===== config.mk =====
export PLATFORM = sky130hd
export DESIGN_NAME = physics_step_scheduler
export DESIGN_NICKNAME = d
export VERILOG_FILES = /design/src/rtl/physics_step_scheduler.sv
export SDC_FILE = /design/constraint.sdc
export NUM_CORES = 1
export LEC_CHECK = 0
export BUFFER_PORTS_ARGS = -buffer_cell sky130_fd_sc_hd__buf_2
export CORE_ASPECT_RATIO = 1.5
export CORE_MARGIN = 1
export CORE_UTILIZATION = 51
export DETAILED_ROUTE_END_ITERATION = 16
export PLACE_DENSITY = 0.77
export SETUP_SLACK_MARGIN = 0.15
export SLEW_MARGIN = 0
export SYNTH_ARGS = -nofsm -noshare
export SYNTH_HDL_FRONTEND = slang
export SYNTH_SLANG_ARGS = --single-unit

===== constraint.sdc =====
create_clock -name clk_in -period 2.15 [get_ports clk_in]
set_input_delay 0 -clock clk_in [delete_from_list [all_inputs] [get_ports clk_in]]
set_output_delay 0 -clock clk_in [all_outputs]
set_load 0.1 [all_outputs]

===== src/rtl/physics_step_scheduler.sv =====
// Physics frame sequencer: time-shares one wheel updater between the left and
// right wheels, then runs the body updater and the centre-of-mass tabulation,
// repeating for NUM_SUBSTEPS substeps per accepted frame tick. Every WAIT state
// is guarded by a watchdog, and ticks that arrive while busy are counted.
module physics_step_scheduler #(
  parameter int NUM_SUBSTEPS   = 4,
  parameter int TIMEOUT_CYCLES = 65535,
  parameter int OVERRUN_WIDTH  = 8
) (
  input  logic                            clk_in,
  input  logic                            rst_in,
  input  logic                            step_tick_in,
  input  logic                            enable_in,
  input  logic                            wheel_done_in,
  input  logic                            body_done_in,
  input  logic                            com_valid_in,
  output logic                            wheel_begin_out,
  output logic                            wheel_sel_out,
  output logic                            body_begin_out,
  output logic                            com_tabulate_out,
  output logic                            busy_out,
  output logic                            step_done_out,
  output logic [$clog2(NUM_SUBSTEPS):0]   substep_out,
  output logic                            timeout_err_out,
  output logic [OVERRUN_WIDTH-1:0]        overrun_count_out
);

  localparam int SW = $clog2(NUM_SUBSTEPS) + 1;
  localparam int CW = $clog2(TIMEOUT_CYCLES) + 1;
  localparam logic [SW-1:0] SubLast  = SW'(NUM_SUBSTEPS - 1);
  localparam logic [CW-1:0] WdogLast = CW'(TIMEOUT_CYCLES - 2);

  typedef enum logic [3:0] {
    IDLE, LAUNCH_L, WAIT_L, LAUNCH_R, WAIT_R,
    LAUNCH_B, WAIT_B, LAUNCH_C, WAIT_C, DONE
  } state_t;

  state_t                   state_q, state_d;
  logic [SW-1:0]            substep_q, substep_d;
  logic [CW-1:0]            wdog_q, wdog_d;
  logic                     timeout_q, timeout_d;
  logic [OVERRUN_WIDTH-1:0] overrun_q, overrun_d;
  logic                     sel_q, sel_d;
  logic                     wheelBegin_q, wheelBegin_d;
  logic                     bodyBegin_q, bodyBegin_d;
  logic                     comTab_q, comTab_d;
  logic                     busy_q, busy_d;
  logic                     stepDone_q, stepDone_d;
  logic                     inWait;
  logic                     expired;

  // Next-state, watchdog, overrun and registered-output decode
  always_comb begin
    state_d     = state_q;
    substep_d   = substep_q;
    timeout_d   = timeout_q;
    overrun_d   = overrun_q;
    inWait      = (state_q == WAIT_L) || (state_q == WAIT_R) ||
                  (state_q == WAIT_B) || (state_q == WAIT_C);
    expired     = (wdog_q == WdogLast);

    case (state_q)
      IDLE: begin
        if (step_tick_in && enable_in) begin
          state_d   = LAUNCH_L;
          substep_d = '0;
          timeout_d = 1'b0;
        end
      end
      LAUNCH_L: state_d = WAIT_L;
      WAIT_L: begin
        if (wheel_done_in) state_d = LAUNCH_R;
        else if (expired) begin
          state_d   = IDLE;
          timeout_d = 1'b1;
        end
      end
      LAUNCH_R: state_d = WAIT_R;
      WAIT_R: begin
        if (wheel_done_in) state_d = LAUNCH_B;
        else if (expired) begin
          state_d   = IDLE;
          timeout_d = 1'b1;
        end
      end
      LAUNCH_B: state_d = WAIT_B;
      WAIT_B: begin
        if (body_done_in) state_d = LAUNCH_C;
        else if (expired) begin
          state_d   = IDLE;
          timeout_d = 1'b1;
        end
      end
      LAUNCH_C: state_d = WAIT_C;
      WAIT_C: begin
        if (com_valid_in) begin
          if (substep_q == SubLast) state_d = DONE;
          else begin
            state_d   = LAUNCH_L;
            substep_d = substep_q + 1'b1;
          end
        end else if (expired) begin
          state_d   = IDLE;
          timeout_d = 1'b1;
        end
      end
      DONE:    state_d = IDLE;
      default: state_d = IDLE;
    endcase

    // The watchdog restarts from zero on every WAIT entry and counts while it stays
    wdog_d = (inWait && (state_d == state_q)) ? wdog_q + 1'b1 : '0;

    if ((state_q != IDLE) && step_tick_in && (overrun_q != '1))
      overrun_d = overrun_q + 1'b1;

    // The mux select moves only when a wheel launch begins, and parks at left when idle
    if (state_d == LAUNCH_R)                           sel_d = 1'b1;
    else if ((state_d == LAUNCH_L) || (state_d == IDLE)) sel_d = 1'b0;
    else                                               sel_d = sel_q;

    wheelBegin_d = (state_d == LAUNCH_L) || (state_d == LAUNCH_R);
    bodyBegin_d  = (state_d == LAUNCH_B);
    comTab_d     = (state_d == LAUNCH_C);
    busy_d       = (state_d != IDLE);
    stepDone_d   = (state_d == DONE);
  end

  // State and output registers; reset clears everything immediately
  always_ff @(posedge clk_in or negedge rst_in) begin
    if (!rst_in) begin
      state_q      <= IDLE;
      substep_q    <= '0;
      wdog_q       <= '0;
      timeout_q    <= 1'b0;
      overrun_q    <= '0;
      sel_q        <= 1'b0;
      wheelBegin_q <= 1'b0;
      bodyBegin_q  <= 1'b0;
      comTab_q     <= 1'b0;
      busy_q       <= 1'b0;
      stepDone_q   <= 1'b0;
    end else begin
      state_q      <= state_d;
      substep_q    <= substep_d;
      wdog_q       <= wdog_d;
      timeout_q    <= timeout_d;
      overrun_q    <= overrun_d;
      sel_q        <= sel_d;
      wheelBegin_q <= wheelBegin_d;
      bodyBegin_q  <= bodyBegin_d;
      comTab_q     <= comTab_d;
      busy_q       <= busy_d;
      stepDone_q   <= stepDone_d;
    end
  end

  assign wheel_begin_out   = wheelBegin_q;
  assign wheel_sel_out     = sel_q;
  assign body_begin_out    = bodyBegin_q;
  assign com_tabulate_out  = comTab_q;
  assign busy_out          = busy_q;
  assign step_done_out     = stepDone_q;
  assign substep_out       = substep_q;
  assign timeout_err_out   = timeout_q;
  assign overrun_count_out = overrun_q;

endmodule


# Word-level counts from Yosys, hierarchy flattened
# Index checks and enable logic that the tools add are counted.
[word_totals] ff_bits=39 latchBits=0 ram_bits=0 rom_bits=0 input_bits=7 wordCells=77 memories=0
[classes] addsub=3 n_mul=0 div_mod_pow=0 magnitude_cmp=0 eq_ne=23 shift=0 mux=21 bitwise=0 n_reduce_logical=19
[ops] operator="$pmux 4 s9" count=1
[ops] operator="$mux 4" count=7
[ops] operator="$eq 4x3->1 const B" count=6
[ops] operator="$add 17x1->17 const B" count=1
[ops] operator="$eq 17x16->1 const B" count=1
[ops] operator="$mux 17" count=1
[ops] operator="$eq 4x2->1 const B" count=3
[ops] operator="$ne 2x2->1 const B" count=6
[ops] operator="$reduce_bool 4->1" count=3
[ops] operator="$mux 3" count=3
[ops] operator="$add 8x1->8 const B" count=1
[ops] operator="$eq 4x1->1 const B" count=2
[ops] operator="$eq 4x4->1 const B" count=2
[ops] operator="$logic_not 4->1" count=2
[ops] operator="$ne 8x8->1 const B" count=1
[ops] operator="$mux 1" count=7
[ops] operator="$pmux 3 s2" count=1
[ops] operator="$logic_or 1x1->1" count=5
[ops] operator="$reduce_and 5->1" count=1
[ops] operator="$eq 4x4->1" count=1
[ops] operator="$logic_and 1x1->1" count=4
[ops] operator="$pmux 1 s4" count=1
[ops] operator="$reduce_and 4->1" count=1
[ops] operator="$reduce_bool 2->1" count=2
[ops] operator="3 further kinds" count=3

# Depth between registers and ports, before layout
[logic_depth] word_depth=8 depth_mapped=10 depth_no_buf=9

# Least setup slack after synthesis
# Ideal clock, no wire load.
[synth_path] kind="register to register" startpoint="register substep_q[0] (netlist: substep_out[0])" endpoint="register substep_q[0] (netlist: substep_out[0])" setup_time_ns=0.126 arrival_ns=2.561 required_time_ns=2.024 path_slack_ns=-0.537 stages_incl_launch_ff=8 n_path_buf=0 path_cell_list="dfrtp_1 > ha_1 > ha_1 > o21ai_0 > o221a_2 > a21oi_2 > or4_4 > mux2_4"
[synth_between] elab_chain_len=4 word_cells_on_any_way=7
[synth_rtl] item="start: declaration" line="39" rtl="logic [SW-1:0] substep_q, substep_d;"
[synth_rtl] item="start signal: assignment" line="145" rtl="substep_q <= substep_d;"
[synth_rtl] item="$add 3x1->3" line="100" rtl="substep_d = substep_q + 1'b1;"
[synth_rtl] item="$mux 3" line="97" rtl="if (substep_q == SubLast) state_d = DONE;"
[synth_rtl] item="$mux 3" line="96" rtl="if (com_valid_in) begin"
[synth_rtl] item="$pmux 3 s2" line="62" rtl="case (state_q)"
# Parallel ways exist; a longest one is shown, timed or not. The select of a mux whose other input is x is not followed.
# A chain may end at the register's enable or synchronous reset.

==> impl_metrics.csv <==
group,metric,value,unit
status,status,"finished with violations",
status,violations,"setup timing",
min_path,whs_endpoint,"com_tabulate_out",
worst_setup_path,crit_chain,"inv_2 > ha_4 > nand4b_4 > or4_4 > o21ai_4 > inv_2 > or4_4 > mux2_4",
worst_setup_path,reg2reg_depth,8,
detailed_routing,avgViaCountPerCell,5.60,
final_layout,insertedDiodeCount,0,
final_layout,fin_util,71.0,%
worst_setup_path,reg2reg_to,"substep_out[2]",
timing,maxSlewViolCount,0,
timing,setup_slack,-0.151,ns
synth,ys.flop_type,"dfrtp_1",
grt,antenna_found_initial,0,
synth,synth_cells,197,
synth,ys_seq_area_share,48.8,%
timing,setup_viol,22,
grt,grt_pass1_vias,1685,
final_layout,area_delta_synth_final,32.0,%
timing,fin_crit_sh,107,%
worst_setup_path,critical_path.max_fanout,4,
synth,synth_cell_type_count,46,
timing,timing.setup.tns,-0.735,ns
final_layout,drive_above_1_share,38.2,%
synth,ys_seq_elements,39,
min_path,hold_class,"in -> reg",
timing,slew-limit-headroom,41.5,%
floorplan,floorplan.initialDensity,53.8,%
floorplan,pin_count,25,
place,routabilityCongestion,0.926,
worst_setup_path,required,2.34,ns
cts,root_buffer,"clkbuf_8",
power_and_ir_drop,p_leak,1.28,nW
power_and_ir_drop,totalPowerFinal,0.00362,W
synth,synth_area,2000,um2
cts,cts_htree_levels,2,
synth,synthSimpleGateAreaFrac,23.8,%
final_layout,final_cells,302,
worst_setup_path,cp_slowest_cell,"or4_4",
final_layout,multi_input_area,1070,um2
timing,max_freq,435,MHz
place,dpl.cell_count,290,
timing,tightest_slew,0.878,ns
grt,grt_pass1_wl,7.54,mm
cts,clkTransAtPathRegs,0.08,ns
synth,yosys-top-cells-area,"dfrtp_1, nor2_1, xor2_1",
worst_setup_path,max_stage_delay,0.52,ns
floorplan,core_region_area,3720,um2
power_and_ir_drop,p_per_area,1370,nW/um2
grt,grt.total_usage,25.2,%
detailed_routing,first_iter_violations,63,
floorplan,fp.dieArea,4180,um2
final_layout,fillerInstances,275,
synth,synth_compound_area_share,8.20,%
synth,muxShareOfSynthArea,2.57,%
cts,cts.sinks,39,
synth,syn_avg_cell_area,10.1,um2
job,drv_cap,0,
detailed_routing,avgRoutedWirePerCell,15.9,um
detailed_routing,first_pass_iters,4,
synth,synthAdderAreaFrac,3.13,%
synth,yosysTopAreaCellShare,48.8,%
floorplan,row_count,27,
detailed_routing,drc,0,
synth,yosysWarnings,0,
synth,synth-edff-count,0,
worst_setup_path,r2r_slack,-0.15,ns
timing,min_period,2.30,ns
floorplan,die_y,78.7,um
timing,rsz0062_at_grt,"true",
worst_setup_path,path_class,"reg -> reg",
timing,final.setup_skew,0.00989,ns
synth,syn_nets,209,
worst_setup_path,critPathCaptureType,"flop",
synth,yosysTopAreaCell,"dfrtp_1",
floorplan,fp.dieW,53.1,um
place,hpwl,3.34,mm
detailed_routing,detail-route-antenna-nets,0,
grt,grt_max_degree,40,
worst_setup_path,critPathLaunchType,"flop",
final_layout,seq_area,997,um2
synth,synth_most_common_cell,"dfrtp_1",
place,port_buffers,24,
detailed_routing,routed_wl,4.81,mm
cts,cts_buffer_depth,2,
grt,grt.overflow.total,0,
synth,synth_commonest_cells,"dfrtp_1, nor2_1, nand2_1",
min_path,holdPathStages,2,
synth,synth_top_family_by_area,"simple AND/OR/NAND/NOR gates",
cts,clk_latency,0.30,ns
timing,finalHoldViolations,0,
final_layout,fin_nets,270,
min_path,worstHoldStart,"body_done_in",
place,dp_slack,-0.142,ns
cts,cts_buffers,5,
worst_setup_path,rr_startpoint,"wdog_q[1]",
synth,ys_async_sr_fraction,100,%
power_and_ir_drop,irDropWorstVdd,1.15,mV
synth,synth_xor_area_share,10.5,%
worst_setup_path,crit_arrival,2.49,ns
cts,cts_tree,"done",
detailed_routing,vias,1690,
-- flip-flops by register name, summed over array words and instances, names as in the netlist --
| register | cells |
|---|---|
| body_begin_out | 1 |
| busy_out | 1 |
| com_tabulate_out | 1 |
| overrun_count_out | 8 |
| state_q | 4 |
| step_done_out | 1 |
| substep_out | 3 |
| timeout_err_out | 1 |
| wdog_q | 17 |
| wheel_begin_out | 1 |
| wheel_sel_out | 1 |
-- area by class of cell --
type                    instances  share of cell area, %
flip-flops and latches         39                   37.8
repair buffers                 59                   15.1
clock buffers                   7                   3.27
well taps                      43                   2.04
clock inverters                 1                  0.190
inverters                       8                   1.14
multi-input cells             145                   40.5
-- timing repair --
item / in CTS / in global routing
setup buffers: 2 / 1
setup endpoints to repair: 22 / 23
hold buffers: 1 / 0
endpoints found under the hold margin: 39 / 0
pin swaps: 2 / 1
resized for setup: 4 / 7
-- power breakdown --
group	switching, W	internal, W	leakage [nW]	total [W]
logic	0.00141	0.000683	0.720	0.00209
registers	0.000133	0.000890	0.512	0.00102
clock network	0.000249	0.000259	0.0482	0.000508
total	0.00179	0.00183	1.28	0.00362
-- layout by cell type, fill, tap and decap left out, types with 3 or more instances in the layout --
master    instances
nand4_1           4
ha_4              3
nand2_1          17
and3_1            5
clkbuf_8          6
buf_2            24
inv_1             6
nand3_1          10
xor2_1           15
dfrtp_4           5
nor2_1           35
buf_4            33
a21oi_1           3
xnor2_1           9
dfrtp_1          32
-- critical path, delay by kind of cell, from the launching register on --
| kind | cells | cell delay (ns) |
|---|---|---|
| adder cells (fa/ha/maj) | 1 | 0.13 |
| AND/OR/NAND/NOR | 3 | 1.07 |
| multiplexers | 1 | 0.31 |
| flip-flops | 1 | 0.40 |
| buffers and inverters | 2 | 0.12 |
| AO/OA/AOI/OAI | 1 | 0.17 |
-- metal layers --
metal | track usage [%] | part of all wire (%) | up-vias
met5 | 0 | 0 | -
met4 | 13.2 | 4.3 | 0
met3 | 7.36 | 3.6 | 20
met2 | 44.3 | 54 | 39
met1 | 25.5 | 38 | 830
li1 | - | - | 801
-- worst max-delay path by stage --
stage / from / slack (ns) / endpoint
2_1_floorplan: substep_out[1] / -0.12 / substep_out[0]
3_3_place_gp: wdog_q[1] / -0.07 / substep_out[0]
3_5_place_dp: wdog_q[1] / -0.14 / substep_out[2]
4_1_cts: wdog_q[1] / -0.16 / substep_out[2]
5_1_grt: wdog_q[1] / -0.19 / substep_out[0]
6_report: wdog_q[1] / -0.15 / substep_out[2]
-- kinds of logic (layout without fill, tap and decap cells) --
group | Yosys count | count (layout)
buffers and inverters | 13 | 75
multiplexers | 4 | 4
AO/OA/AOI/OAI | 19 | 19
adder cells (fa/ha/maj) | 5 | 5
AND/OR/NAND/NOR | 93 | 93
flip-flops | 39 | 39
XOR/XNOR | 24 | 24
-- stage by stage --
| stage | hold WS, ns | area (um2) |
|---|---|---|
| floorplan | -0.296 | 2070 |
| global placement | 0.153 | 2460 |
| detailed placement | 0.152 | 2460 |
| CTS | 0.0202 | 2590 |
| global route | 0.0189 | 2640 |
| finish | 0.0304 | 2640 |
Note: power is estimated with default switching activity, not from simulation.
